`config.mk`:
```
export PLATFORM = sky130hd
export DESIGN_NAME = inta_read_responder
export DESIGN_NICKNAME = d
export VERILOG_FILES = /design/src/rtl/inta_read_responder.sv
export SDC_FILE = /design/constraint.sdc
export NUM_CORES = 1
export LEC_CHECK = 0
export BUFFER_PORTS_ARGS = -buffer_cell sky130_fd_sc_hd__buf_4
export CORE_ASPECT_RATIO = 2
export CORE_MARGIN = 2
export CORE_UTILIZATION = 43
export CTS_CLUSTER_DIAMETER = 120
export DETAILED_ROUTE_END_ITERATION = 8
export PLACE_DENSITY_LB_ADDON = 0.08
export SYNTH_ARGS = -nofsm -noshare
export SYNTH_HDL_FRONTEND = slang
export SYNTH_SLANG_ARGS = --single-unit
```
`constraint.sdc`:
```
create_clock -name clk -period 1.87 [get_ports clk]
set_clock_uncertainty 0.1 [all_clocks]
set_input_delay 0.0935 -clock clk [delete_from_list [all_inputs] [get_ports clk]]
set_output_delay 0.0935 -clock clk [all_outputs]
set_load 0.02 [all_outputs]
```
`src/rtl/inta_read_responder.sv`:
```
// 8259 outbound bus side: sequences INTA vector bytes and returns
// status or poll bytes on CPU reads, with ISR-latch and end-of-ack strobes.
module inta_read_responder #(
    parameter logic [7:0] CALL_OPCODE = 8'hCD
) (
    input  logic       clk,
    input  logic       reset_n,
    input  logic       CS,
    input  logic       rd_enable,
    input  logic       inta_n,
    input  logic       A1,
    input  logic       mode_8086,
    input  logic       addr_interval4,
    input  logic [7:0] vector_base,
    input  logic [2:0] addr_low,
    input  logic       int_valid,
    input  logic [2:0] int_level,
    input  logic [7:0] irr,
    input  logic [7:0] isr,
    input  logic [7:0] imr,
    input  logic       read_isr_sel,
    input  logic       poll_cmd,
    input  logic       cascade_drive_en,
    input  logic       icw1_write,
    output logic [7:0] data_out,
    output logic       data_out_en,
    output logic       set_isr,
    output logic       ack_done
);

    typedef enum logic [1:0] {IDLE, P1, P2, P3} state_e;

    state_e     state_q, state_d;
    logic       s_inta_q, s_rd_q, s_cs_q, p_inta_q;
    logic [2:0] level_q, level_d;
    logic       poll_armed_q, poll_armed_d;
    logic       poll_rd_q, poll_rd_d;
    logic [7:0] data_out_q, data_out_d;
    logic       en_q, en_d;
    logic       set_isr_q, set_isr_d;
    logic       ack_q, ack_d;

    logic       inta_fall, inta_rise, rd_active;
    logic [7:0] drive_byte;
    logic       drive_ok;

    assign inta_fall = p_inta_q & ~s_inta_q;
    assign inta_rise = ~p_inta_q & s_inta_q;
    assign rd_active = ~s_cs_q & ~s_rd_q & s_inta_q & (state_q == IDLE);

    always_ff @(posedge clk or negedge reset_n) begin
        if (!reset_n) begin
            s_inta_q     <= 1'b1;
            s_rd_q       <= 1'b1;
            s_cs_q       <= 1'b1;
            p_inta_q     <= 1'b1;
            state_q      <= IDLE;
            level_q      <= 3'd0;
            poll_armed_q <= 1'b0;
            poll_rd_q    <= 1'b0;
            data_out_q   <= 8'h00;
            en_q         <= 1'b0;
            set_isr_q    <= 1'b0;
            ack_q        <= 1'b0;
        end else begin
            s_inta_q     <= inta_n;
            s_rd_q       <= rd_enable;
            s_cs_q       <= CS;
            p_inta_q     <= s_inta_q;
            state_q      <= state_d;
            level_q      <= level_d;
            poll_armed_q <= poll_armed_d;
            poll_rd_q    <= poll_rd_d;
            data_out_q   <= data_out_d;
            en_q         <= en_d;
            set_isr_q    <= set_isr_d;
            ack_q        <= ack_d;
        end
    end

    always_comb begin
        state_d      = state_q;
        level_d      = level_q;
        poll_armed_d = poll_armed_q | poll_cmd;
        poll_rd_d    = poll_rd_q;
        data_out_d   = 8'h00;
        en_d         = 1'b0;
        set_isr_d    = 1'b0;
        ack_d        = 1'b0;
        drive_byte   = 8'h00;
        drive_ok     = 1'b0;

        unique case (state_q)
            IDLE: if (inta_fall) begin
                state_d   = P1;
                level_d   = int_valid ? int_level : 3'd7;
                set_isr_d = int_valid;
            end
            P1: if (inta_fall) state_d = P2;
            P2: begin
                if (mode_8086 && inta_rise) begin
                    state_d = IDLE;
                    ack_d   = 1'b1;
                end else if (!mode_8086 && inta_fall) begin
                    state_d = P3;
                end
            end
            P3: if (inta_rise) begin
                state_d = IDLE;
                ack_d   = 1'b1;
            end
        endcase

        // Byte for the pulse currently in progress (state after this fall)
        unique case (state_d)
            IDLE: ;
            P1: begin
                drive_byte = CALL_OPCODE;
                drive_ok   = ~mode_8086;
            end
            P2: begin
                drive_ok = cascade_drive_en;
                if (mode_8086)
                    drive_byte = {vector_base[7:3], level_q};
                else if (addr_interval4)
                    drive_byte = {addr_low, level_q, 2'b00};
                else
                    drive_byte = {addr_low[2:1], level_q, 3'b000};
            end
            P3: begin
                drive_byte = vector_base;
                drive_ok   = cascade_drive_en;
            end
        endcase

        if (state_d != IDLE) begin
            if (!s_inta_q && drive_ok) begin
                en_d       = 1'b1;
                data_out_d = drive_byte;
            end
        end else if (rd_active) begin
            en_d = 1'b1;
            if (poll_armed_q) begin
                data_out_d = {int_valid, 4'b0000, int_level};
                set_isr_d  = int_valid & ~poll_rd_q;
                poll_rd_d  = 1'b1;
            end else begin
                data_out_d = A1 ? imr : (read_isr_sel ? isr : irr);
            end
        end

        if (s_rd_q) begin
            poll_rd_d = 1'b0;
            if (poll_rd_q) begin
                ack_d        = 1'b1;
                poll_armed_d = poll_cmd;
            end
        end

        if (icw1_write) begin
            state_d      = IDLE;
            poll_armed_d = 1'b0;
            poll_rd_d    = 1'b0;
            data_out_d   = 8'h00;
            en_d         = 1'b0;
            set_isr_d    = 1'b0;
            ack_d        = 1'b0;
        end
    end

    assign data_out    = data_out_q;
    assign data_out_en = en_q;
    assign set_isr     = set_isr_q;
    assign ack_done    = ack_q;

endmodule

```
# Word-level counts from Yosys, hierarchy flattened
# Cells that the tools add are included.
totals:
  memories: 0
  regBits: 22
  wordCells: 87
  latch_bits: 0
  mem_bits_ro: 0
  ramBits: 0
  in_bits: 51
classes:
  shift: 0
  n_reduce_logical: 12
  n_bitwise: 13
  n_lt_le_gt_ge: 0
  add_sub_neg: 0
  n_eq_ne: 7
  div: 0
  muxes: 43
  multipliers: 0
op_table:
  columns: ["op", "count"]
  rows:
  - ["8-bit 2-to-1 mux", 8]
  - ["8-bit case mux with 3 select lines", 1]
  - ["1-bit 2-to-1 mux", 23]
  - ["2-bit 2-to-1 mux", 6]
  - ["2-bit equality test (second input constant)", 4]
  - ["2-bit case mux with 4 select lines", 1]
  - ["1-bit AND", 6]
  - ["6-bit 2-to-1 mux", 1]
  - ["1-bit inverter", 6]
  - ["3-bit nonzero test", 2]
  - ["2-bit by 1-bit equality test with 1-bit output (second input constant)", 2]
  - ["1-bit case mux with 2 select lines", 2]
  - ["1-bit logical AND", 3]
  - ["3-bit 2-to-1 mux", 1]
  - ["3-bit != test (second input constant)", 1]
  - ["3-bit AND reduction", 1]
  - ["1-bit zero test", 2]
  - ["2-bit zero test", 1]
  - ["2-bit AND reduction", 1]
  - ["2-bit nonzero test", 1]
  - ["2-bit OR reduction", 1]
  - ["1-bit bitwise OR", 1]

# Logic depth before layout (Yosys ltp)
logic_depth:
  ltp_word: 13
  depth_mapped: 7
  mapped_depth_nobuf: 5

# Worst setup path after synthesis
# Ideal clock, no wire load.
synth_path:
  path_type: "flip-flop to flip-flop"
  startpoint: "register s_inta_q"
  endpoint: "register data_out_q[5], in the netlist data_out[5]"
  path_buffers: 1
  path_slack_ns: -0.046
  t_arrival_ns: 1.720
  stages_incl_launch_ff: 7
  t_required_ns: 1.674
  period_less_slack_ns: 1.916
  path_cell_list: "dfstp_2 -> clkbuf_2 -> inv_1 -> or4_4 -> nor2_4 -> a21oi_1 -> a311oi_2"
synth_between:
  elab_chain_len: 13
synth_rtl:
  columns: ["item", "line_no", "source"]
  rows:
  - ["start, declared", "34", "logic s_inta_q, s_rd_q, s_cs_q, p_inta_q;"]
  - ["start signal, assigned", "66", "s_inta_q <= inta_n;"]
  - ["1-bit inverter", "47", "assign inta_fall = p_inta_q & ~s_inta_q;"]
  - ["1-bit AND", "47", null]
  - ["1-bit logical AND", "104", "end else if (!mode_8086 && inta_fall) begin"]
  - ["2-bit 2-to-1 mux", "104", null]
  - ["2-bit 2-to-1 mux", "101", "if (mode_8086 && inta_rise) begin"]
  - ["2-bit case mux with 4 select lines", "93", "unique case (state_q)"]
  - ["2-bit equality test", "115", "unique case (state_d)"]
  - ["2-bit OR reduction (no line)", null, null]
  - ["1-bit case mux with 2 select lines", "115", null]
  - ["1-bit logical AND", "137", "if (!s_inta_q && drive_ok) begin"]
  - ["8-bit 2-to-1 mux", "137", null]
  - ["8-bit 2-to-1 mux *", "136", "if (state_d != IDLE) begin"]
  - ["8-bit 2-to-1 mux *", "160", "if (icw1_write) begin"]
  - ["via data_out_d[5]", "38", "logic [7:0] data_out_q, data_out_d;"]
  - ["end signal, assigned", "74", "data_out_q <= data_out_d;"]
  - ["end, declared", "38", null]
# Mark *: on every way through the listed nets, which the timed path passes. The rest lies on a longest branch.
# A chain may end at the register's enable or synchronous reset.

# Worst setup path after layout
layout_path:
  startpoint: "register state_q[0]"
  endpoint: "register data_out_q[5], in the netlist data_out[5]"
layout_between:
  elab_chain_len: 10
layout_rtl:
  columns: ["item", "line_no", "source"]
  rows:
  - ["start, declared", "33", "state_e state_q, state_d;"]
  - ["start signal, assigned", "70", "state_q <= state_d;"]
  - ["2-bit 2-to-1 mux", "104", null]
  - ["2-bit 2-to-1 mux", "101", null]
  - ["2-bit case mux with 4 select lines", "93", null]
  - ["2-bit equality test", "115", null]
  - ["2-bit OR reduction (no line)", null, null]
  - ["1-bit case mux with 2 select lines", "115", null]
  - ["1-bit logical AND", "137", null]
  - ["8-bit 2-to-1 mux", "137", null]
  - ["8-bit 2-to-1 mux *", "136", null]
  - ["8-bit 2-to-1 mux *", "160", null]
  - ["via data_out_d[5]", "38", null]
# Marks and branches as above.

==> summary.md <==
| Metric | Value |
|---|---|
| Flop pwr share | 38.7% |
| Global-route usage over all layers | 24.1% |
| Int Pwr | 1.01 mW |
| Critical Path RT | 1950 ps |
| Worst path max stage delay | 590 ps |
| Clock power share | 31.7% |
| DR iter-0 viols | 51 |
| Root buf cell | clkbuf_8 |
| Worst-Skew Late Latency | 260 ps |
| Clock sink count | 22 |
| Final Hold Fails | 0 |
| Syn Nets | 220 |
| Vias in the first global route | 1601 |
| Worst setup path class | reg -> reg |
| Mapped Area | 0.00145 mm2 |
| Port Buffers | 61 |
| Die Span Y | 86.2 um |
| Leak | 1.04 nW |
| Initial Util | 45.5% |
| Core area | 0.00319 mm2 |
| Ys flop type | dfrtp_1 |
| CTS tree | yes |
| Hold crit path type | in -> reg |
| GR Overflow Total | 0 |
| Fin crit period | 1860 ps |
| Synth top area share | 31.0% |
| Worst ir drop on vdd | 585 uV |
| Slew HR | 69.3% |
| Sequential area share after synthesis | 38.2% |
| MaxCap Viol Count | 0 |
| Startpoint types | register |
| Site row count | 29 |
| Antenna violations before repair | 0 |
| Comb power frac | 29.6% |
| Die area | 0.00389 mm2 |
| Hold Worst Slack | 57.0 ps |
| Top post-synthesis cells by area | dfrtp_1 (31%), dfstp_2 (7.2%), mux2i_1 (6.9%) |
| Status | completed |
| RSZ-0062 raised after global routing | true |
| Dpl hpwl | 3600 um |
| Max-slew violation count | 0 |
| Pwr Density | 635 mW/mm2 |
| Vias per cell | 5.73 |
| First drt pass iteration count | 6 |
| Die width | 45.1 um |
| Placer congestion estimate | 0.923 |
| Num ports | 62 |
| Largest net degree at the start of global routing | 23 |
| Net Switching | 0.390 mW |
| DRC violations left | 0 |
| Final net count | 297 |
| Critical-path cell list | or2_4 > or4_4 > nor2_4 > a21oi_2 > a311oi_2 |
| Syn Inst Count | 169 |
| Worst Path Max Fanout | 4 |
| Footprint of the multi-input gates | 862 um2 |
| Worst EP arrival | 1940 ps |
| Dpl cells | 260 |
| First-pass GRT wire length | 6910 um |
| Yosys reg bits | 22 |
| Layout fillers | 270 |
| Worst-path clk slew | 80 ps |
| Library cells used by synthesis | 42 |
| Final WL | 4530 um |
| Fmax | 538 MHz |
| Clk buf depth | 2 |
| Ant diodes | 0 |
| Routed WL per cell | 16.4 um |
| FF/Latch Area | 556 um2 |
| Final period utilization | 99.5% |
| CTS Buf Count | 3 |
| Endpoint class of the critical path | register |
| Final setup fails | 0 |
| Syn avg cell area | 8.60 um2 |
| Slew @ Worst Pin | 459 ps |
| Vias | 1581 |
| H-tree depth | 1 |
| Non-filler cells, final | 276 |
| Area growth syn-to-layout | 51.6% |
| Synth warn | 0 |
| Area leader, netlist | dfrtp_1 |
| CP max stage cell | or4_4 |
| Fraction of registers with async set/reset | 100% |
| Sw frac | 27.9% |
| Share of cells above drive strength 1 | 42.4% |
| Number of synthesized flops with an enable pin | 0 |
| Post-route ant nets | 0 |
-- path summary, 6_finish.rpt --
check / start / end / slack, ps / depth (start not counted)
min in group asynchronous: reset_n / level_q[2] / 160 / 2
hold reg to reg: s_inta_q / p_inta_q / 450 / 1
setup reg to reg: state_q[0] / data_out[5] / 10 / 5
setup / recovery: state_q[0] / data_out[5] / 10 / 5
hold / removal: vector_base[2] / data_out[2] / 60 / 3
max in group asynchronous: reset_n / s_inta_q / 1230 / 2
-- worst max-delay path: cells and delay by family (launching register included) --
family	cells	cell delay [ps]
AND/OR/NAND/NOR	3	1040
flip-flops	1	390
AO/OA/AOI/OAI	2	240
-- metal layers --
layer / share of wire (%) / global-route usage [%] / up-vias
met2: 57 / 47.1 / 66
met5: 0 / 0 / -
li1: - / - / 763
met3: 6.4 / 2.92 / 16
met1: 33 / 23.1 / 736
met4: 3.2 / 10.2 / 0
-- per-stage QoR --
step	setup TNS, ps	setup slack [ps]	util [%]	power [mW]	cell area, um2
after floorplan	-17.0	-10.5	-	0.750	1460
final	0	9.64	69.0	1.40	2200
after detailed placement	0	25.7	61.6	0.931	1970
after CTS	0	8.35	67.0	1.39	2140
after global routing	-234	-56.9	69.0	1.47	2200
after global placement	0	59.1	61.6	0.923	1970
-- cell families (layout without fill, tap and decap cells) --
group | count (synthesis) | in the layout | synth area share, %
flip-flops | 22 | 22 | 38.2
multiplexers | 14 | 14 | 9.98
AND/OR/NAND/NOR | 58 | 58 | 21.9
AO/OA/AOI/OAI | 56 | 56 | 24.1
buffers and inverters | 19 | 95 | 5.77
-- final cells by class --
class                           count  area share [%]
Clock buffer                        3            1.87
Timing Repair Buffer               82            29.1
Multi-Input combinational cell    128            39.1
Tap cell                           31            1.76
Inverter                            9            1.65
Clock inverter                      1            1.36
Sequential cell                    22            25.2
-- Yosys cell counts, types with 2 or more instances --
| library cell | instances |
|---|---|
| a211oi_1 | 4 |
| a21oi_1 | 17 |
| a31oi_1 | 5 |
| and3_1 | 2 |
| buf_2 | 3 |
| clkbuf_1 | 5 |
| dfrtp_1 | 18 |
| dfstp_2 | 4 |
| inv_1 | 8 |
| mux2_2 | 4 |
| mux2i_1 | 10 |
| nand2_1 | 13 |
| nand2b_1 | 4 |
| nor2_1 | 17 |
| nor2b_1 | 4 |
| nor3_1 | 5 |
| nor4_2 | 3 |
| o21ai_0 | 16 |
| o221a_2 | 2 |
| o22ai_1 | 3 |
-- power groups by stage --
stage / sequential (mW) / clock, mW / combinational, mW
after global routing: 0.545 / 0.478 / 0.451
after global placement: 0.550 / 0 / 0.373
after detailed placement: 0.551 / 0 / 0.380
after CTS: 0.542 / 0.452 / 0.398
after floorplan: 0.561 / 0 / 0.189
final: 0.542 / 0.443 / 0.415
-- layout by cell type, fill, tap and decap left out, types with 2 or more instances in the layout --
master / count
nand2_1: 13
nor2_1: 16
o221a_2: 2
nor4_2: 3
buf_4: 72
dfrtp_1: 18
mux2i_1: 10
o22ai_1: 3
nor3_1: 4
a211oi_1: 2
a21oi_1: 16
nand2b_1: 4
a31oi_2: 2
a31oi_1: 3
a211oi_2: 2
inv_1: 8
dfstp_2: 4
and3_1: 2
mux2_2: 4
o21ai_0: 15
nor2b_1: 4
dlygate4sd3_1: 10
clkbuf_8: 3
-- timing repair --
item,CTS,global route
endpoints found under the setup margin,0,8
endpoints found under the hold margin,34,0
hold buffers,10,0
resized for setup,0,12
setup buffers,0,2
-- state kept, by name, summed over array words and instances (netlist names) --
name / flops
data_out: 8
poll_armed_q: 1
s_rd_q: 1
s_inta_q: 1
set_isr: 1
ack_done: 1
data_out_en: 1
poll_rd_q: 1
s_cs_q: 1
state_q: 2
level_q: 3
p_inta_q: 1
Note: power is estimated with default switching activity, not from simulation.
